[config.mk]
export PLATFORM = sky130hd
export DESIGN_NAME = freq_count_bcd
export DESIGN_NICKNAME = d
export VERILOG_FILES = /design/src/rtl/freq_count_pkg.sv /design/src/rtl/edge_sync.sv /design/src/rtl/freq_count_bcd.sv
export SDC_FILE = /design/constraint.sdc
export NUM_CORES = 1
export LEC_CHECK = 0
export CORE_MARGIN = 1
export CORE_UTILIZATION = 57
export DETAILED_ROUTE_END_ITERATION = 10
export GPL_TIMING_DRIVEN = 0
export PLACE_DENSITY = 0.86
export SETUP_SLACK_MARGIN = 0.3
export SYNTH_ARGS = -nofsm -noshare
export SYNTH_HDL_FRONTEND = slang
export SYNTH_SLANG_ARGS = --single-unit
[constraint.sdc]
create_clock -name clk -period 2.15 [get_ports clk]
set_input_delay 0.3225 -clock clk [delete_from_list [all_inputs] [get_ports clk]]
set_output_delay 0.3225 -clock clk [all_outputs]
set_load 0.005 [all_outputs]
[src/rtl/freq_count_pkg.sv]
// Shared types and constants for the frequency counter with two-digit BCD output.
package freq_count_pkg;

    localparam int DECIMAL_BASE = 10;
    localparam int MAX_COUNT    = 99;
    localparam int EDGE_W       = 7;

    typedef enum logic [1:0] {
        COUNT = 2'd0,
        TENS  = 2'd1,
        UNITS = 2'd2
    } state_t;

endpackage

[src/rtl/edge_sync.sv]
// Two-flop synchronizer followed by a history flop; emits a one-cycle pulse
// for each rising edge of an asynchronous input.
module edge_sync (
    input  logic clk,
    input  logic reset,
    input  logic i_async,
    output logic o_edge
);

    logic r_s1;
    logic r_s2;
    logic r_s3;

    // NOTE: sequential state uses non-blocking assignments so every flop samples
    // the pre-edge value of its neighbour; blocking here would collapse the chain.
    always_ff @(posedge clk) begin
        if (reset) begin
            r_s1 <= 1'b0;
            r_s2 <= 1'b0;
            r_s3 <= 1'b0;
        end else begin
            r_s1 <= i_async;
            r_s2 <= r_s1;
            r_s3 <= r_s2;
        end
    end

    assign o_edge = r_s2 & ~r_s3;

endmodule

[src/rtl/freq_count_bcd.sv]
// Counts input rising edges over a gate window, converts the total to tens/units
// by repeated subtraction and presents the digits with a one-cycle load strobe.
module freq_count_bcd
    import freq_count_pkg::*;
#(
    parameter int UPDATE_PERIOD = 1200,
    parameter int PERIOD_W      = 11
) (
    input  logic       clk,
    input  logic       reset,
    input  logic       signal_in,
    output logic [3:0] ten_count,
    output logic [3:0] unit_count,
    output logic       load
);

    localparam logic [PERIOD_W-1:0] LAST_CYCLE = PERIOD_W'(UPDATE_PERIOD - 1);
    localparam logic [EDGE_W-1:0]   EDGE_MAX   = EDGE_W'(MAX_COUNT);
    localparam logic [EDGE_W-1:0]   EDGE_BASE  = EDGE_W'(DECIMAL_BASE);

    state_t              r_state;
    state_t              w_state_nxt;
    logic [PERIOD_W-1:0] r_period_cnt;
    logic [PERIOD_W-1:0] w_period_nxt;
    logic [EDGE_W-1:0]   r_edge_cnt;
    logic [EDGE_W-1:0]   w_edge_nxt;
    logic [3:0]          r_tens_acc;
    logic [3:0]          w_tens_nxt;
    logic [3:0]          r_ten_count;
    logic [3:0]          w_ten_nxt;
    logic [3:0]          r_unit_count;
    logic [3:0]          w_unit_nxt;
    logic                r_load;
    logic                w_load_nxt;
    logic                w_edge;

    edge_sync u_edge_sync (
        .clk     (clk),
        .reset   (reset),
        .i_async (signal_in),
        .o_edge  (w_edge)
    );

    always_ff @(posedge clk) begin
        if (reset) begin
            r_state <= COUNT;
        end else begin
            r_state <= w_state_nxt;
        end
    end

    always_comb begin
        // NOTE: every signal gets a hold/default value before the case so no
        // path leaves it unassigned, which would otherwise infer a latch.
        w_state_nxt  = r_state;
        w_period_nxt = r_period_cnt;
        w_edge_nxt   = r_edge_cnt;
        w_tens_nxt   = r_tens_acc;
        w_ten_nxt    = r_ten_count;
        w_unit_nxt   = r_unit_count;
        w_load_nxt   = 1'b0;

        case (r_state)
            COUNT: begin
                w_period_nxt = r_period_cnt + 1'b1;
                if (w_edge && (r_edge_cnt < EDGE_MAX)) begin
                    w_edge_nxt = r_edge_cnt + 1'b1;
                end
                if (r_period_cnt == LAST_CYCLE) begin
                    w_state_nxt = TENS;
                end
            end
            TENS: begin
                if (r_edge_cnt >= EDGE_BASE) begin
                    w_edge_nxt = r_edge_cnt - EDGE_BASE;
                    w_tens_nxt = r_tens_acc + 4'd1;
                end else begin
                    w_state_nxt = UNITS;
                end
            end
            UNITS: begin
                // Remainder is below ten here, so its low nibble is the units digit.
                w_ten_nxt    = r_tens_acc;
                w_unit_nxt   = r_edge_cnt[3:0];
                w_load_nxt   = 1'b1;
                w_edge_nxt   = '0;
                w_tens_nxt   = '0;
                w_period_nxt = '0;
                w_state_nxt  = COUNT;
            end
            default: begin
                w_edge_nxt   = '0;
                w_tens_nxt   = '0;
                w_period_nxt = '0;
                w_state_nxt  = COUNT;
            end
        endcase
    end

    always_ff @(posedge clk) begin
        if (reset) begin
            r_period_cnt <= '0;
            r_edge_cnt   <= '0;
            r_tens_acc   <= '0;
            r_ten_count  <= '0;
            r_unit_count <= '0;
            r_load       <= 1'b0;
        end else begin
            r_period_cnt <= w_period_nxt;
            r_edge_cnt   <= w_edge_nxt;
            r_tens_acc   <= w_tens_nxt;
            r_ten_count  <= w_ten_nxt;
            r_unit_count <= w_unit_nxt;
            r_load       <= w_load_nxt;
        end
    end

    assign ten_count  = r_ten_count;
    assign unit_count = r_unit_count;
    assign load       = r_load;

endmodule

Yosys cells after proc, flatten, opt, wreduce, memory -nomap -nowiden
Index checks and enable logic that the tools add are counted.
- flip-flop bits (word level): 36
- latch bits: 0
- bits in writable memories: 0
- bits in read-only memories: 0
- bits of input ports: 3
- output and inout bits: 9
- word-level logic and storage cells: 41
- memories kept: 0
- add/subtract/negate cells: 4
- multiply operators: 0
- div/mod/pow operators: 0
- $lt $le $gt $ge: 2
- eq/ne operators: 7
- shift operators: 0
- muxes and demuxes: 10
- bitwise gates (word level): 3
- reductions and logical operators: 5
- operators with widths (operator ; count):
    $pmux W11 S2 ; 1
    $mux W7 ; 2
    $pmux W7 S2 ; 1
    $add A11 B1 Y11 const B ; 1
    $eq A11 B11 Y1 const B ; 1
    $ne A2 B2 Y1 const B ; 4
    $pmux W4 S2 ; 1
    $add A7 B1 Y7 const B ; 1
    $ge A7 B4 Y1 const B ; 1
    $lt A7 B7 Y1 const B ; 1
    $sub A7 B4 Y7 const B ; 1
    $reduce_and A2 Y1 ; 3
    $add A4 B1 Y4 const B ; 1
    $mux W2 ; 2
    $mux W4 ; 1
    $pmux W2 S2 ; 1
    $eq A2 B1 Y1 const B ; 1
    $eq A2 B2 Y1 const B ; 1
    $logic_not A2 Y1 ; 1
    $not A1 Y1 ; 2
    $and A1 B1 Y1 ; 1
    $logic_and A1 B1 Y1 ; 1
    $mux W1 ; 1

Depth between registers and ports, before layout
- word-level depth: 5
- mapped depth: 7

Modules after synthesis
A second synthesis with hierarchy kept.
- cells, all modules: 194
- area, all modules: 1767.9 um^2
- by module, submodules not included (module ; instances ; cells each ; area an instance (um^2)):
    freq_count_bcd ; 1 ; 187 ; 1680.4
    edge_sync ; 1 ; 7 ; 87.6

Least setup slack after synthesis
No wires, ideal clock.
- path kind: flip-flop to flip-flop
- start point: register r_edge_cnt[2]
- end point: register r_edge_cnt[6]
- setup time: 0.117 ns
- data arrival time: 1.759 ns
- setup slack: 0.273 ns
- cell stages (with the launch flop): 8
- buffers on the path: 0
- clock period less this slack: 1.877 ns
- path through: dfxtp_1 inv_1 ha_1 a2111o_1 nor2_1 o22ai_4 o21bai_1 a32o_1
- word-level cells in the longest chain between the ends: 4
- elaborated cells between the ends (all ways): 11
- ends and longest elaborated chain (item ; line ; text):
    start, declared ; freq_count_bcd.sv:25 ; logic [EDGE_W-1:0] r_edge_cnt;
    start signal, assigned ; freq_count_bcd.sv:110 ; r_edge_cnt <= w_edge_nxt;
    $lt A7 B7 Y1 ; freq_count_bcd.sv:66 ; if (w_edge && (r_edge_cnt < EDGE_MAX)) begin
    $logic_and A1 B1 Y1 ; freq_count_bcd.sv:66 ;
    $ne A2 B2 Y1 (no line) ; - ;
    $reduce_and A2 Y1 (no line) ; - ;
Several ways; a longest one is shown, not always the timed one. The select of a mux whose other input is x is not followed.
A chain may end at the register's enable or synchronous reset.

Worst setup path after layout
- start point: register r_state[1]
- end point: register r_edge_cnt[4]
- word-level cells in the longest chain between the ends: 3
- elaborated cells between the ends (all ways): 6
- ends and longest elaborated chain (item ; line ; text):
    start, declared ; freq_count_bcd.sv:21 ; state_t r_state;
    start signal, assigned ; freq_count_bcd.sv:48 ; r_state <= w_state_nxt;
    $eq A2 B1 Y1 or $logic_not A2 Y1 (tied branches) ; freq_count_bcd.sv:63 ; case (r_state)
    $ne A2 B2 Y1 (no line) ; - ;
    $reduce_and A2 Y1 (no line) ; - ;
Several ways; a longest one is shown, not always the timed one.

==> flow_summary.toml <==
[final_layout]
stdcell_area_um2 = 2010
layout_commonest_cell = "dfxtp_1"
layout.nets = 225
final_cell_mix = "34 x dfxtp_1, 26 x nor2_1, 20 x nand2_1"
fillers = 199
diodes = 0
area_growth_pct = 15.8
drive_above_1_share_pct = 13.4

[synth]
synth_edf_count = 0
synth.distinct_cells = 44
syn_area_um2 = 1740
syn_avg_cell_area_um2 = 8.91
synth_top_area_cell = "dfxtp_1"
syn_nets = 205
yosysSeqAreaShare_pct = 41.5
synth_seq_cells = 36
async_flop_share_pct = 0
synth_area_leaders = "dfxtp_1 41%, nor2_1 5.8%, ha_1 5.0%"
synth.top_cell.area_share_pct = 41.5
synth_flop_cell = "dfxtp_1"
netlist_instances = 195
yosysWarnings = 0

[floorplanning]
initial_utilization_pct = 61.4
die_height_um = 57.2
row_count = 19
die_w_um = 57.2
design.die.area_um2 = 3270
num_io_pins = 12
coreArea_um2 = 2830

[cts]
numCtsBuffers = 5
htree_levels = 2
cts.sinks = 36
cts_tree = "built"
cts_hold_buffers = 0
clock-root-buffer = "clkbuf_4"
clk_latency_ns = 0.33
path_clk_slew_ns = 0.12
clockBufferDepth = 2

[global_route]
grt_antenna_before_repair = 0
grt.overflow.total = 0
grt_max_degree = 13
grt_pass1_vias = 1303
track_usage_pct = 21.2
grt_pass1_wl_mm = 5.49

[sta]
finalSetupTns_ns = 0
fin_crit_ns = 1.81
clock-skew-final_ns = 0.0165
slew-limit-headroom_pct = 65.0
setup_violations = 0
rsz0062_at_grt = "true"
fin_crit_sh_pct = 84.0
fmax_mhz = 553
tightest_slew_ns = 0.520
drv_slew = 0
timing.final.ws_setup_ns = 0.343
finalHoldViolations = 0

[power_and_ir_drop]
vdd_ir_drop_max_v = 0.000506
p_per_area_nw_per_um2 = 611
power_frac_clock_pct = 38.5
seqPwrFrac_pct = 55.9
switching_share_pct = 23.0
p_int_uw = 947
p_switching_uw = 283
p_leak_uw = 0.000776
p_comb_share_pct = 5.6

[routing]
drt_wl_total_mm = 3.26
drt_iter0_markers = 51
drtPass1Iterations = 7
drc = 1
drtAntennaViolNets = 0
vias = 1395
wl_per_cell_um = 13.2
via_per_inst = 5.65

[hold_path]
min_from = "u_edge_sync.r_s1$_SDFF_PP0_"
min_path_type = "reg2reg"
holdPathEnd = "u_edge_sync.r_s2$_SDFF_PP0_"
holdPathStages = 1

[setup_path]
arrival_ns = 2.05
crit_type = "reg2reg"
r2r-end = "r_edge_cnt[4]$_SDFFE_PP0P_"
worstPathMaxFanout = 10
r2r-start = "r_state[1]$_SDFFE_PP0P_"
reg2reg_depth = 6
r2r_setup_slack_ns = 0.34
required_ns = 2.39
crit_path_end_kind = "register"
start_kind = "register"

[placed_design]
hpwl_mm = 2.28
portBuffers = 11
gp_routability_congestion = 0.820
pre_cts_ws_ns = 0.114
dpl_cell_area_um2 = 1890

[run_status]
status = "finished, violations left"
violations = "DRC"

[flow_run]
maxCapViolCount = 0
==> logic make-up (layout without fill, tap and decap cells) <==
group                    count (synthesis)  after routing  synth area share [%]
multiplexers                             3              3                  1.73
AND/OR/NAND/NOR                         84             84                  24.5
XOR/XNOR                                15             15                  7.56
flip-flops                              36             36                  41.5
adder cells (fa/ha/maj)                  7              7                  5.04
AO/OA/AOI/OAI                           35             36                  14.8
buffers and inverters                   15             35                  4.97
==> layout make-up <==
type	count	area, um^2	area share, %
clock buffer	5	37.5	1.87
clock inverter	3	42.5	2.11
multi-input combinational	145	961	47.8
tap	31	38.8	1.93
timing repair buffer	12	118	5.85
sequential	36	728	36.2
buffer	11	71.3	3.54
inverter	4	15.0	0.746
==> Yosys cell counts (3+ instances only) <==
library cell and instances:
a21oi_1 12, a32o_1 3, and3_1 3, buf_6 3
clkbuf_1 5, dfxtp_1 36, ha_1 7, inv_1 4
mux2i_1 3, nand2_1 20, nand3_1 6, nor2_1 27
nor2b_1 8, o21ai_0 4, o21bai_1 3, xnor2_1 6
xor2_1 9
==> worst max-delay path, stage by stage, from the launching register on <==
cell and delay, ns:
dfxtp_1 0.32, buf_6 0.13, nand2b_4 0.14, or4_4 0.46
o22ai_2 0.33, nor2_2 0.09, a32o_1 0.25
==> through the flow <==
stage | total power, uW | utilization (%) | hold WS [ns] | instances
2_1_floorplan | 749 | - | 0.414 | 195
3_3_place_gp | 763 | 66.8 | 0.422 | 237
3_5_place_dp | 768 | 66.8 | 0.427 | 237
4_1_cts | 1230 | 70.3 | 0.453 | 246
5_1_grt | 1270 | 71.1 | 0.472 | 247
6_report | 1230 | 71.1 | 0.446 | 247
==> power by group through the flow <==
| stage | Sequential (uW) | Combinational, uW | Clock, uW |
|---|---|---|---|
| 4_1_cts | 687 | 66.4 | 481 |
| 5_1_grt | 689 | 78.1 | 505 |
| 6_report | 687 | 69.5 | 473 |
| 3_3_place_gp | 702 | 60.5 | 0 |
| 2_1_floorplan | 701 | 48.3 | 0 |
| 3_5_place_dp | 704 | 64.4 | 0 |
==> flip-flops by register name, summed over array words and instances, names as in the netlist <==
signal            count
r_period_cnt         11
r_edge_cnt            7
r_tens_acc            4
ten_count             4
unit_count            4
r_state               2
load                  1
u_edge_sync.r_s1      1
u_edge_sync.r_s2      1
u_edge_sync.r_s3      1
==> worst max-delay path by stage <==
stage                                from                           end  slack (ns)  cells past startpoint
3_5_place_dp   r_edge_cnt[2]$_SDFFE_PP0P_    r_edge_cnt[4]$_SDFFE_PP0P_        0.11                      7
2_1_floorplan  r_edge_cnt[2]$_SDFFE_PP0P_    r_edge_cnt[6]$_SDFFE_PP0P_        0.31                      7
6_report          r_state[1]$_SDFFE_PP0P_    r_edge_cnt[4]$_SDFFE_PP0P_        0.34                      6
3_3_place_gp                        reset  r_period_cnt[9]$_SDFFE_PP0P_        0.18                      5
4_1_cts        r_edge_cnt[2]$_SDFFE_PP0P_    r_edge_cnt[3]$_SDFFE_PP0P_        0.32                      7
5_1_grt           r_state[1]$_SDFFE_PP0P_    r_edge_cnt[4]$_SDFFE_PP0P_        0.30                      6
==> metal layers <==
| metal | share of wire [%] | global-route usage (%) | up-vias |
|---|---|---|---|
| li1 | - | - | 701 |
| met1 | 46 | 26.9 | 651 |
| met2 | 49 | 36.1 | 37 |
| met3 | 4.0 | 4.31 | 6 |
| met4 | 1.1 | 7.32 | 0 |
| met5 | 0 | 0 | - |
==> what timing repair did <==
action,CTS,global route
gates cloned,0,1
gates resized for setup,4,3
pin swaps,1,3
endpoints found under the setup margin,7,3
buffers inserted,1,0
No activity file was read; power rests on OpenSTA's default activity.
